==> src/rtl/ex_mem_skid_pkg.sv <==
// Shared constants for the EX/MEM skid buffer: ctrl bit positions and FSM state encoding.
package ex_mem_skid_pkg;

    localparam int CTRL_REGW = 3;
    localparam int CTRL_MRD  = 2;
    localparam int CTRL_MWR  = 1;
    localparam int CTRL_BR   = 0;

    localparam logic [1:0] EMPTY = 2'd0;
    localparam logic [1:0] ONE   = 2'd1;
    localparam logic [1:0] FULL  = 2'd2;

endpackage

==> src/rtl/ex_mem_skid_entry.sv <==
// One pipeline entry register {result, zero, store_data, rd, ctrl}; cleared by reset, loaded when en.
module ex_mem_entry #(
    parameter int W = 74
) (
    input  logic         clk,
    input  logic         rst_n,
    input  logic         en,
    input  logic [W-1:0] d,
    output logic [W-1:0] q
);

    always_ff @(posedge clk) begin
        if (!rst_n) begin
            q <= '0;
        end else if (en) begin
            q <= d;
        end
    end

endmodule

==> src/rtl/ex_mem_skid.sv <==
// EX/MEM two-entry skid buffer (head + skid register) with registered in_ready.
// Optional forwarding outputs are built when EX_MEM_SKID_FWD_EN is defined.
//
// Handshake: on each side an entry moves only on a rising edge where valid and
// ready are both high; valid never depends on ready, and flush overrides both sides.
module ex_mem_skid
    import ex_mem_skid_pkg::*;
#(
    parameter int XLEN = 32,
    parameter int RDW  = 5
) (
    input  logic            clk,
    input  logic            rst_n,
    input  logic            in_valid,
    output logic            in_ready,
    input  logic [XLEN-1:0] in_result,
    input  logic            in_zero,
    input  logic [XLEN-1:0] in_store_data,
    input  logic [RDW-1:0]  in_rd,
    input  logic [3:0]      in_ctrl,
    input  logic            flush,
    output logic            out_valid,
    input  logic            out_ready,
    output logic [XLEN-1:0] out_result,
    output logic [XLEN-1:0] out_store_data,
    output logic [RDW-1:0]  out_rd,
    output logic [3:0]      out_ctrl,
    output logic            out_branch_taken,
    output logic [1:0]      dbg_state
`ifdef EX_MEM_SKID_FWD_EN
    ,
    output logic            fwd_valid,
    output logic [RDW-1:0]  fwd_rd,
    output logic [XLEN-1:0] fwd_data
`endif
);

    localparam int EW = 2 * XLEN + RDW + 5;

    logic [1:0]    state_q;
    logic [1:0]    state_d;
    logic          in_fire;
    logic          out_fire;
    logic          head_en;
    logic          skid_en;
    logic          head_zero;
    logic [EW-1:0] in_entry;
    logic [EW-1:0] head_d;
    logic [EW-1:0] head_q;
    logic [EW-1:0] skid_q;

    assign in_entry  = {in_result, in_zero, in_store_data, in_rd, in_ctrl};
    assign out_valid = (state_q != EMPTY);
    assign in_fire   = in_valid && in_ready;
    assign out_fire  = out_valid && out_ready;
    assign dbg_state = state_q;

    always_comb begin
        state_d = state_q;
        head_en = 1'b0;
        skid_en = 1'b0;
        head_d  = in_entry;
        case (state_q)
            EMPTY: begin
                if (in_fire) begin
                    state_d = ONE;
                    head_en = 1'b1;
                end
            end
            ONE: begin
                if (in_fire && out_fire) begin
                    head_en = 1'b1;
                end else if (in_fire) begin
                    state_d = FULL;
                    skid_en = 1'b1;
                end else if (out_fire) begin
                    state_d = EMPTY;
                end
            end
            FULL: begin
                // in_ready is low here, so only the drain side can move.
                if (out_fire) begin
                    state_d = ONE;
                    head_en = 1'b1;
                    head_d  = skid_q;
                end
            end
            default: state_d = EMPTY;
        endcase
        if (flush) begin
            state_d = EMPTY;
            head_en = 1'b0;
            skid_en = 1'b0;
        end
    end

    always_ff @(posedge clk) begin
        if (!rst_n) begin
            state_q  <= EMPTY;
            in_ready <= 1'b1;
        end else begin
            state_q  <= state_d;
            in_ready <= (state_d != FULL);
        end
    end

    ex_mem_entry #(.W(EW)) u_head (
        .clk   (clk),
        .rst_n (rst_n),
        .en    (head_en),
        .d     (head_d),
        .q     (head_q)
    );

    ex_mem_entry #(.W(EW)) u_skid (
        .clk   (clk),
        .rst_n (rst_n),
        .en    (skid_en),
        .d     (in_entry),
        .q     (skid_q)
    );

    assign {out_result, head_zero, out_store_data, out_rd, out_ctrl} = head_q;

    // Stale head contents remain after a drain or flush, so gate with out_valid.
    assign out_branch_taken = out_valid && out_ctrl[CTRL_BR] && head_zero;

`ifdef EX_MEM_SKID_FWD_EN
    assign fwd_valid = out_valid && out_ctrl[CTRL_REGW] && !out_ctrl[CTRL_MRD] && (out_rd != '0);
    assign fwd_rd    = out_rd;
    assign fwd_data  = out_result;
`endif

endmodule
==> config.mk <==
export PLATFORM = sky130hd
export DESIGN_NAME = ex_mem_skid
export DESIGN_NICKNAME = d
export VERILOG_FILES = /design/src/rtl/ex_mem_skid_pkg.sv /design/src/rtl/ex_mem_skid_entry.sv /design/src/rtl/ex_mem_skid.sv
export SDC_FILE = /design/constraint.sdc
export NUM_CORES = 1
export LEC_CHECK = 0
export ABC_AREA = 1
export BUFFER_PORTS_ARGS = -buffer_cell sky130_fd_sc_hd__buf_2
export CORE_MARGIN = 2
export CORE_UTILIZATION = 35
export DETAILED_ROUTE_END_ITERATION = 8
export PLACE_DENSITY = 0.52
export SLEW_MARGIN = 10
export SYNTH_ARGS = -nofsm -noshare
export SYNTH_HDL_FRONTEND = slang
export SYNTH_SLANG_ARGS = --single-unit
==> constraint.sdc <==
create_clock -name clk -period 3.6 [get_ports clk]
set_input_delay 0 -clock clk [delete_from_list [all_inputs] [get_ports clk]]
set_output_delay 0 -clock clk [all_outputs]
set_load 0.03 [all_outputs]
* After elaboration in Yosys (flattened, before gate mapping)
Index checks and enable logic that the tools add are counted.
Storage, ports and cells: latch bits 0, bits in writable memories 0, memories 0, output and inout port bits 78, memory bits (read-only) 0, input bits 79, register bits after elaboration 151
Cells by class: $mul 0, order comparisons 0, multiplexer cells 17, add/subtract/negate cells 0, reduce and logical (&&, ||, !) cells 7, bitwise gates (word level) 0, divide/modulo/power cells 0, shifts and indexed selects 0, equal/unequal tests 3
Operators by type and width (number):
- two-way mux 74 bit | 2
- two-way mux 2 bit | 6
- two-way mux 1 bit | 7
- one-hot mux 2 bit (3 select lines) | 1
- logical AND 1 bit | 5
- one-hot mux 1 bit (3 select lines) | 1
- equality test 2 x 1 -> 1 bit (second input constant) | 1
- equality test 2 bit (second input constant) | 1
- zero test 2 bit | 1
- != test 2 bit (second input constant) | 1
- nonzero test 2 bit | 1

* Longest topological paths before layout
Gate-level depths: netlist of run 1.
depth in word-level cells 8, depth in mapped cells 9

* Hierarchy
From an unflattened synthesis of run 1, not the netlist that was laid out.
Second synthesis, totals: cells, all modules 1216, area, all modules 7250.7 um^2
Modules (own cells, without submodules):
- ex_mem_entry | area an instance 2996.6 um^2, cells an instance 468, sequential area each 1481.4 um^2, times used 2
- ex_mem_skid | area an instance 1257.5 um^2, cells an instance 280, sequential area each 60.1 um^2, times used 1

* Worst setup path before layout of run 1
No wires, ideal clock.
path kind register -> register, from register state_q[0] (netlist: dbg_state[0]), to register u_head.q[28], cell stages (with the launch flop) 10, slack 1.901 ns, clock period less this slack 1.699 ns, data required time 3.487 ns, data arrival time 1.586 ns, setup time 0.113 ns, cells stage by stage dfxtp_1 -> inv_1 -> nand2_1 -> nand2_1 -> nand3_2 -> buf_4 -> buf_2 -> nand2_1 -> nand2_1 -> nor2_1
Between the ends: word-level cells in the longest chain between the ends 6
RTL lines:
- from (decl) | RTL line ex_mem_skid.sv:40 | logic [1:0] state_q;
- from (signal assigned) | RTL line ex_mem_skid.sv:102 | state_q <= state_d;
- nonzero test 2 bit * | RTL line ex_mem_skid.sv:53 | assign out_valid = (state_q != EMPTY);
- named net out_valid | RTL line ex_mem_skid.sv:22 | output logic out_valid,
- logical AND 1 bit * | RTL line ex_mem_skid.sv:55 | assign out_fire = out_valid && out_ready;
- logical AND 1 bit | RTL line ex_mem_skid.sv:71 | if (in_fire && out_fire) begin
- two-way mux 1 bit | RTL line ex_mem_skid.sv:71
- one-hot mux 1 bit (3 select lines) | RTL line ex_mem_skid.sv:63 | case (state_q)
- two-way mux 1 bit | RTL line ex_mem_skid.sv:90 | if (flush) begin
- to (signal assigned) | RTL line ex_mem_skid_entry.sv:14 | q <= '0;
- to (signal assigned) | RTL line ex_mem_skid_entry.sv:16 | q <= d;
- to (decl) | RTL line ex_mem_skid_entry.sv:9 | output logic [W-1:0] q
Mark *: on every way through the listed nets, which the timed path passes. The rest lies on a longest branch. A chain may end at the register's enable or synchronous reset.

* Final worst setup path of run 1
from register state_q[0] (netlist: dbg_state[0]), to register u_head.q[52]
Between the ends: word-level cells in the longest chain between the ends 6
RTL lines (RTL line):
- nonzero test 2 bit | ex_mem_skid.sv:53
- logical AND 1 bit | ex_mem_skid.sv:55
- logical AND 1 bit | ex_mem_skid.sv:71
- two-way mux 1 bit | ex_mem_skid.sv:71
- one-hot mux 1 bit (3 select lines) | ex_mem_skid.sv:63
- two-way mux 1 bit | ex_mem_skid.sv:90
Parallel ways exist; a longest one is shown, timed or not.

==> flow_summary.yaml, run 1 <==
outcome:
  outcome: "finished clean"
drt:
  wl_per_cell_um: 13.5
  drt_iter0_drc: 379
  vias: 7076
  wl_mm: 20.9
  drc: 0
  detail-route-antenna-nets: 0
  dr.pass1.iters: 5
  routed_via_density: 4.59
synthesis:
  ys_ff_latch: 151
  ys_seq_area_share_pct: 40.2
  synth_cell_type_count: 13
  syn-cell-area_sq_um: 7520
  syn_nets: 1231
  synth_warnings: 0
  syn_inst: 1152
  synthTopCellsByArea: "dfxtp_1 (40%), nand2_1 (19%), buf_4 (8.0%)"
  synth.top_cell.area_share_pct: 40.2
  synth_top_area_cell: "dfxtp_1"
  avgSynthCellArea_sq_um: 6.53
sta:
  fmax_mhz: 488
  setup-tns-final_ns: 0
  slew_violations: 0
  fin_skew_ns: 0.00981
  min_period_ns: 2.05
  max_slew.worst_pin.slew_ns: 0.901
  finalCritPeriodShare_pct: 56.9
  finalHoldViolations: 0
  slew_headroom_pct: 39.9
  finalSetupViolCount: 0
  setup_ws_ns: 1.55
  rsz0062_at_grt: "false"
floorplanning:
  io_pins: 157
  die_area_sq_um: 22700
  placeableCoreArea_sq_um: 21000
  core.rowCount: 53
  die_w_um: 151
  initial_utilization_pct: 35.8
  die_h_um: 151
run:
  drv_cap: 0
clock_network:
  cts_root_buf: "clkbuf_16"
  clk_latency_ns: 0.43
  cts_sinks: 151
  htreeDepth: 4
  cts_buffers: 17
  ctsResizeCount: 0
  cts_buffer_depth: 2
  cts.reportedPaths.clkPinSlew_ns: 0.06
  cts_tree: "built"
global_routing:
  antenna_found_initial: 1
  overflow: 0
  track_usage_pct: 18.4
  first_global_vias: 6578
  grt_max_degree: 76
  grt_pass1_wl_mm: 33.3
power_and_ir_drop:
  vdd_drop_max_mv: 0.268
  p_leak_nw: 4.39
  powerDensity_nw_per_um2: 449
finish:
  final_common_cell: "nand2_1"
  final_nets: 1332
  final_cell_mix: "nand2_1 (377), buf_2 (156), nor2_1 (151), dfxtp_1 (151)"
  syn2layout_area_growth_pct: 21.4
  drive_gt1_share_pct: 16.1
  final_area_sq_um: 9130
placed_design:
  hpwlAfterDp_mm: 11.8
  portBuffers: 156
  dpl-instance-area_sq_um: 7830
  pre_cts_ws_ns: 1.45
  gp_congestion: 0.707
setup_path:
  crit_path_end_kind: "register"
  crit_required_ns: 3.95
  arrival_ns: 2.40
  critical_path_class: "register to register"
  start_kind: "register"
  cp_max_fo: 43
min_path:
  hp-class: "primary input to register"
[routing by layer]
metal,GRT usage (%),vias up,wire length [um]
li1,-,3749,-
met1,24.7,3139,10200
met2,30.4,172,9560
met3,3.15,16,911
met4,5.65,0,250
met5,0,-,0
[power by group]
part           internal, mW  switching [mW]  leakage [nW]
clock network         0.981           0.708         0.267
registers              1.74          0.0338          1.23
logic                 0.215           0.419          2.89
total                  2.94            1.16          4.39
[sequential cells by signal, summed over array words and instances (netlist names)]
name and count:
u_skid.q 74, dbg_state 2, in_ready 1, u_head.q 74
[worst max-delay path, cell delays in order (launching register included)]
cell,delay (ns)
dfxtp_1,0.45
nor2_4,0.07
nand2_2,0.54
buf_4,0.54
nand2_1,0.10
nand2_1,0.09
nor2_1,0.04
nor2_1,0.13
[metrics by stage]
step | utilization, % | total power, mW | std cells | hold slack (ns)
floorplan | - | 2.28 | 1152 | 0.170
global placement | 37.3 | 2.38 | 1434 | 0.302
detailed placement | 37.3 | 2.39 | 1434 | 0.304
CTS | 43.4 | 4.14 | 1540 | 0.0784
global route | 43.4 | 4.28 | 1541 | 0.165
finish | 43.4 | 4.10 | 1541 | 0.0912
[synthesized netlist by cell type]
library cell,count
nand2_1,378
nor2_1,154
dfxtp_1,151
buf_4,80
inv_1,79
a21oi_1,77
nand3_1,76
nand4_1,74
buf_2,45
clkbuf_1,29
buf_1,7
inv_2,1
nand3_2,1
[cell type report]
type / instances / area [sq um]
fillers: 2242 / 11900
multi-input cells: 760 / 3280
flip-flops and latches: 151 / 3020
repair buffers: 243 / 1630
clock buffers: 23 / 468
well taps: 275 / 344
inverters: 80 / 300
clock inverters: 8 / 75.1
diodes: 1 / 2.50
[repair_timing]
item / 4_1_cts / 5_1_grt
endpoints found under the setup margin: 0 / 0
setup buffers: 0 / 0
endpoints found under the hold margin: 151 / 0
hold buffers: 75 / 0
[cells by family (layout without fill, tap and decap cells)]
kind of cell,count (synthesis),count (layout),synth area share [%]
and+or+nand+nor,683,683,37.9
buffers and inverters,241,354,16.8
DFF,151,151,40.2
AOI/OAI and AO/OA,77,77,5.12
other,0,1,0
[path summary, 6_finish.rpt]
check	slack, ns	to	cells after the start	from
max	1.55	u_head.q[52]	7	dbg_state[0]
min	0.09	dbg_state[0]	6	in_valid
min reg2reg	0.46	u_skid.q[37]	2	u_skid.q[37]
max reg2reg	1.55	u_head.q[52]	7	dbg_state[0]
(Power assumes the default switching activity.)
==> run 2: changes to the inputs <==
ABC_AREA = 0   (was 1)
PLACE_DENSITY = 0.55   (was 0.52)
clock period = 1.7 ns   (was 3.6 ns; I/O delays follow)
==> run 2 against run 1 <==
Net effect:
- clock power grew 110%
- global-route usage shrank 2.2 points
- count of clock-buffer cells in the layout shrank 2
- sequential power grew 110%
- critical endpoint is now out_branch_taken
- largest cell class is now sequential cells
==> flow_summary.yaml, run 2 <==
outcome:
  outcome: "finished clean"
setup_path:
  critical_path_class: "register to primary output"
  reg2reg_depth: 6
  crit_path_end_kind: "primary output"
  worstReg2RegEnd: "u_head.q[34]"
  arrival_ns: 1.63
  r2r_slack_ns: 0.11
  crit_required_ns: 1.70
  rr_startpoint: "dbg_state[1]"
  start_kind: "register"
  cp_max_fo: 8
power_and_ir_drop:
  p_leak_nw: 4.30
  powerDensity_nw_per_um2: 977
  power.total_mw: 8.57
  vdd_drop_max_mv: 0.724
sta:
  rsz0062_at_grt: "false"
  fin_skew_ns: 0.0104
  fmax_mhz: 615
  finalCritPeriodShare_pct: 95.6
  slew_headroom_pct: 73.4
  fin_hold_ws_ns: 0.0292
  finalSetupViolCount: 0
  slew_violations: 0
  min_period_ns: 1.63
  finalHoldViolations: 0
  setup-tns-final_ns: 0
  setup_ws_ns: 0.0742
  max_slew.worst_pin.slew_ns: 0.399
synthesis:
  synth_top_area_cell: "dfxtp_1"
  syn-cell-area_sq_um: 6840
  ys_ff_latch: 151
  synth.top_cell.area_share_pct: 44.2
  synthMostInstantiatedCell: "nand2_1"
  avgSynthCellArea_sq_um: 8.26
  ys_async_sr_fraction_pct: 0
  synth_top_family_by_area: "simple AND/OR/NAND/NOR gates"
  yosys.area_share.adder_pct: 0
  synthMuxAreaShare_pct: 0
  synth_common_cells: "nand2_1 (299), dfxtp_1 (151), buf_4 (79)"
  syn_inst: 828
  ys.flop_type: "dfxtp_1"
  ys_seq_area_share_pct: 44.2
  synth_cell_type_count: 26
  synth-edff-count: 0
  syn_nets: 907
  synth-compound-area-share_pct: 19.5
  synth_xor_xnor_area_share_pct: 0
  synthTopCellsByArea: "dfxtp_1 (44%), nand2_1 (16%), o211a_1 (11%)"
  synth-simple-area-share_pct: 23.3
  synth_warnings: 0
finish:
  syn2layout_area_growth_pct: 28.3
  final_cells: 1242
  drive_gt1_share_pct: 22.1
  final_area_sq_um: 8770
  final_nets: 1042
  post-route-util_pct: 45.4
  final_cell_mix: "nand2_1 (299), buf_2 (154), dfxtp_1 (148), dlygate4sd3_1 (77), nand3_1 (75)"
  final_common_cell: "nand2_1"
global_routing:
  use_met3_pct: 4.63
  first_global_vias: 5356
  grt_pass1_wl_mm: 26.6
  grt.met2_usage_pct: 25.5
  top_usage_layer: "met2"
  antenna_found_initial: 1
  grt_max_degree: 76
  overflow: 0
  track_usage_pct: 16.2
  met1_usage_pct: 21.6
clock_network:
  htreeDepth: 4
  cts.reportedPaths.clkPinSlew_ns: 0.06
  clk_latency_ns: 0.42
  cts_buffers: 17
  cts_root_buf: "clkbuf_16"
  cts_tree: "built"
  cts_sinks: 151
  cts_buffer_depth: 2
min_path:
  hp-class: "primary input to register"
  worstHoldPathCells: 3
  min_to: "dbg_state[0]"
  min_from: "flush"
run:
  drv_cap: 0
drt:
  detail-route-antenna-nets: 0
  drc: 0
  wl_per_cell_um: 13.5
  wl_mm: 16.7
  dr.pass1.iters: 5
  vias: 5853
  routed_via_density: 4.71
  drt_iter0_drc: 322
floorplanning:
  die_w_um: 144
  placeableCoreArea_sq_um: 19300
  die_area_sq_um: 20700
  initial_utilization_pct: 35.4
  io_pins: 157
  die_h_um: 144
  core.rowCount: 51
placed_design:
  pre_cts_ws_ns: 0.0515
  dpl-instance-area_sq_um: 7410
  dp.cells: 1130
  portBuffers: 156
  gp_congestion: 0.740
  hpwlAfterDp_mm: 9.93
run 2: cells by family (layout without fill, tap and decap cells):
family,after synthesis,after routing
flops,151,151
compound gates,153,153
buf+inv,138,286
simple gates,386,386
other cells,0,1
run 2: layout make-up:
| cell class | instances | area, sq um |
|---|---|---|
| repair buffers | 254 | 1890 |
| clock buffers | 21 | 460 |
| clock inverters | 11 | 101 |
| fillers | 1931 | 10600 |
| multi-input cells | 539 | 2960 |
| flip-flops and latches | 151 | 3030 |
| diodes | 1 | 2.50 |
| well taps | 265 | 332 |
run 2: power breakdown:
group	switching, mW	internal (mW)
logic	0.681	0.522
clock network	1.50	2.09
registers	0.0814	3.70
total	2.26	6.31
run 2: timing repair:
action / in CTS / in global routing
gates resized for setup: 0 / 4
endpoints found under the hold margin: 151 / 0
buffers inserted: 0 / 2
setup endpoints to repair: 0 / 129
hold buffers: 77 / 0
run 2: worst max-delay path, cell delays in order (launching register included):
cell,delay [ns]
dfxtp_4,0.38
buf_4,0.15
or2_2,0.32
and3_1,0.20
buf_4,0.17
run 2: worst max path at each step:
stage	start	end	slack [ns]	cells past startpoint
finish	dbg_state[1]	out_branch_taken	0.07	4
global route	dbg_state[1]	u_head.q[38]	0.002	6
CTS	dbg_state[1]	u_head.q[34]	0.03	6
detailed placement	dbg_state[1]	u_head.q[34]	0.05	6
global placement	dbg_state[1]	u_head.q[37]	0.04	6
floorplan	dbg_state[1]	u_head.q[57]	0.06	7
run 2: per-layer routing:
metal	part of all wire [%]	vias up
met2	45	148
met4	1.1	0
met1	48	2725
met5	0	-
met3	5.2	15
li1	-	2965
==> run 3: changes to the inputs <==
CTS_BUF_LIST = sky130_fd_sc_hd__clkbuf_16   (was unset)
==> run 3 against run 2 <==
Net effect:
- count of clock-buffer cells in the layout shrank 4
- final cell count is the same
- non-clock buffer count is the same
- wire length grew 0.15%
- sequential share of layout area grew 0.079 points
- clock skew grew 0.0016 ns
- critical endpoint unchanged
- highest routed layer unchanged
==> flow_summary.yaml, run 3 (synthesized netlist as in run 2, its figures left out) <==
power_and_ir_drop:
  vdd_drop_max_mv: 0.723
  powerDensity_nw_per_um2: 968
  power.total_mw: 8.47
  p_leak_nw: 4.30
floorplanning:
  initial_utilization_pct: 35.4
  io_pins: 157
  die_h_um: 144
  core.rowCount: 51
  placeableCoreArea_sq_um: 19300
  die_w_um: 144
  die_area_sq_um: 20700
global_routing:
  overflow: 0
  first_global_vias: 5370
  grt_pass1_wl_mm: 26.6
  antenna_found_initial: 1
  track_usage_pct: 16.2
  grt_max_degree: 76
min_path:
  min_to: "dbg_state[0]"
  hp-class: "primary input to register"
  worstHoldPathCells: 3
  min_from: "flush"
clock_network:
  cts_sinks: 151
  cts.reportedPaths.clkPinSlew_ns: 0.06
  htreeDepth: 4
  cts_buffers: 17
  cts_root_buf: "clkbuf_16"
  cts_tree: "built"
  cts_buffer_depth: 2
  clk_latency_ns: 0.42
sta:
  rsz0062_at_grt: "false"
  finalHoldViolations: 0
  fin_skew_ns: 0.0120
  fmax_mhz: 618
  fin_hold_ws_ns: 0.0298
  slew_violations: 0
  finalSetupViolCount: 0
  finalCritPeriodShare_pct: 95.1
  setup-tns-final_ns: 0
  max_slew.worst_pin.slew_ns: 0.403
  min_period_ns: 1.62
  slew_headroom_pct: 73.1
drt:
  drt_iter0_drc: 334
  detail-route-antenna-nets: 0
  routed_via_density: 4.71
  wl_per_cell_um: 13.5
  vias: 5847
  dr.pass1.iters: 5
  wl_mm: 16.8
  drc: 0
setup_path:
  r2r_slack_ns: 0.11
  crit_path_end_kind: "primary output"
  start_kind: "register"
  rr_startpoint: "dbg_state[1]"
  cp_max_fo: 8
  arrival_ns: 1.62
  reg2reg_depth: 6
  critical_path_class: "register to primary output"
  worstReg2RegEnd: "u_head.q[34]"
  crit_required_ns: 1.70
placed_design:
  portBuffers: 156
  gp_congestion: 0.740
  hpwlAfterDp_mm: 9.93
  dpl-instance-area_sq_um: 7410
finish:
  final_cell_mix: "nand2_1 (299), buf_2 (154), dfxtp_1 (148), dlygate4sd3_1 (77), nand3_1 (75)"
  final_common_cell: "nand2_1"
  final_nets: 1042
  multi_input_area_sq_um: 2960
  syn2layout_area_growth_pct: 28.0
  drive_gt1_share_pct: 21.9
  final_area_sq_um: 8750
  fill_cells: 1933
  seq_area_sq_um: 3030
outcome:
  outcome: "finished clean"
run:
  drv_cap: 0
run 3: cell count changes in the layout (fill, tap and decap cells not counted), sizes merged:
| cell | delta |
|---|---|
| clkinv | +2 |
| clkbuf | -4 |
| inv | +2 |
run 3: final cells by class:
type	count	area share (%)
repair buffers	254	21.6
clock inverters	15	1.33
diodes	1	0.0286
multi-input cells	539	33.8
flip-flops and latches	151	34.6
well taps	265	3.79
clock buffers	17	4.86
run 3: worst max-delay path, cell delays in order, from the launching register on:
cell	delay, ns
dfxtp_4	0.38
buf_4	0.15
or2_2	0.31
and3_1	0.20
buf_4	0.17
run 3: repair_timing:
| action | in CTS | in global routing |
|---|---|---|
| setup endpoints to repair | 0 | 129 |
| resized for setup | 0 | 4 |
| endpoints found under the hold margin | 151 | 0 |
| setup buffers | 0 | 2 |
| hold buffers | 77 | 0 |
run 3: how the worst max path moves through the flow:
| stage | slack (ns) | cells past startpoint | startpoint | to |
|---|---|---|---|---|
| CTS | 0.03 | 6 | dbg_state[1] | u_head.q[34] |
| global placement | 0.04 | 6 | dbg_state[1] | u_head.q[37] |
| global route | 0.002 | 6 | dbg_state[1] | u_head.q[38] |
| detailed placement | 0.05 | 6 | dbg_state[1] | u_head.q[34] |
| floorplan | 0.06 | 7 | dbg_state[1] | u_head.q[57] |
| finish | 0.08 | 4 | dbg_state[1] | out_branch_taken |
run 3: power breakdown:
| group | switching (mW) | internal [mW] |
|---|---|---|
| Sequential | 0.0812 | 3.70 |
| Clock | 1.50 | 1.99 |
| Combinational | 0.680 | 0.522 |
run 3: routing by layer:
metal  routed length [um]  track usage, %  share of wire [%]  vias up
li1                     -               -                  -     2965
met2                 7640            25.5                 46      133
met5                    0               0                  0        -
met4                  177            5.11                1.1        0
met1                 8140            21.6                 49     2736
met3                  796            4.63                4.8       13
run 3: per-stage QoR:
step	instances	utilization, %	setup WS (ns)
2_1_floorplan	828	-	0.0611
3_3_place_gp	1130	38.3	0.0447
3_5_place_dp	1130	38.3	0.0515
4_1_cts	1239	45.1	0.0312
5_1_grt	1241	45.3	0.00246
6_report	1242	45.3	0.0832
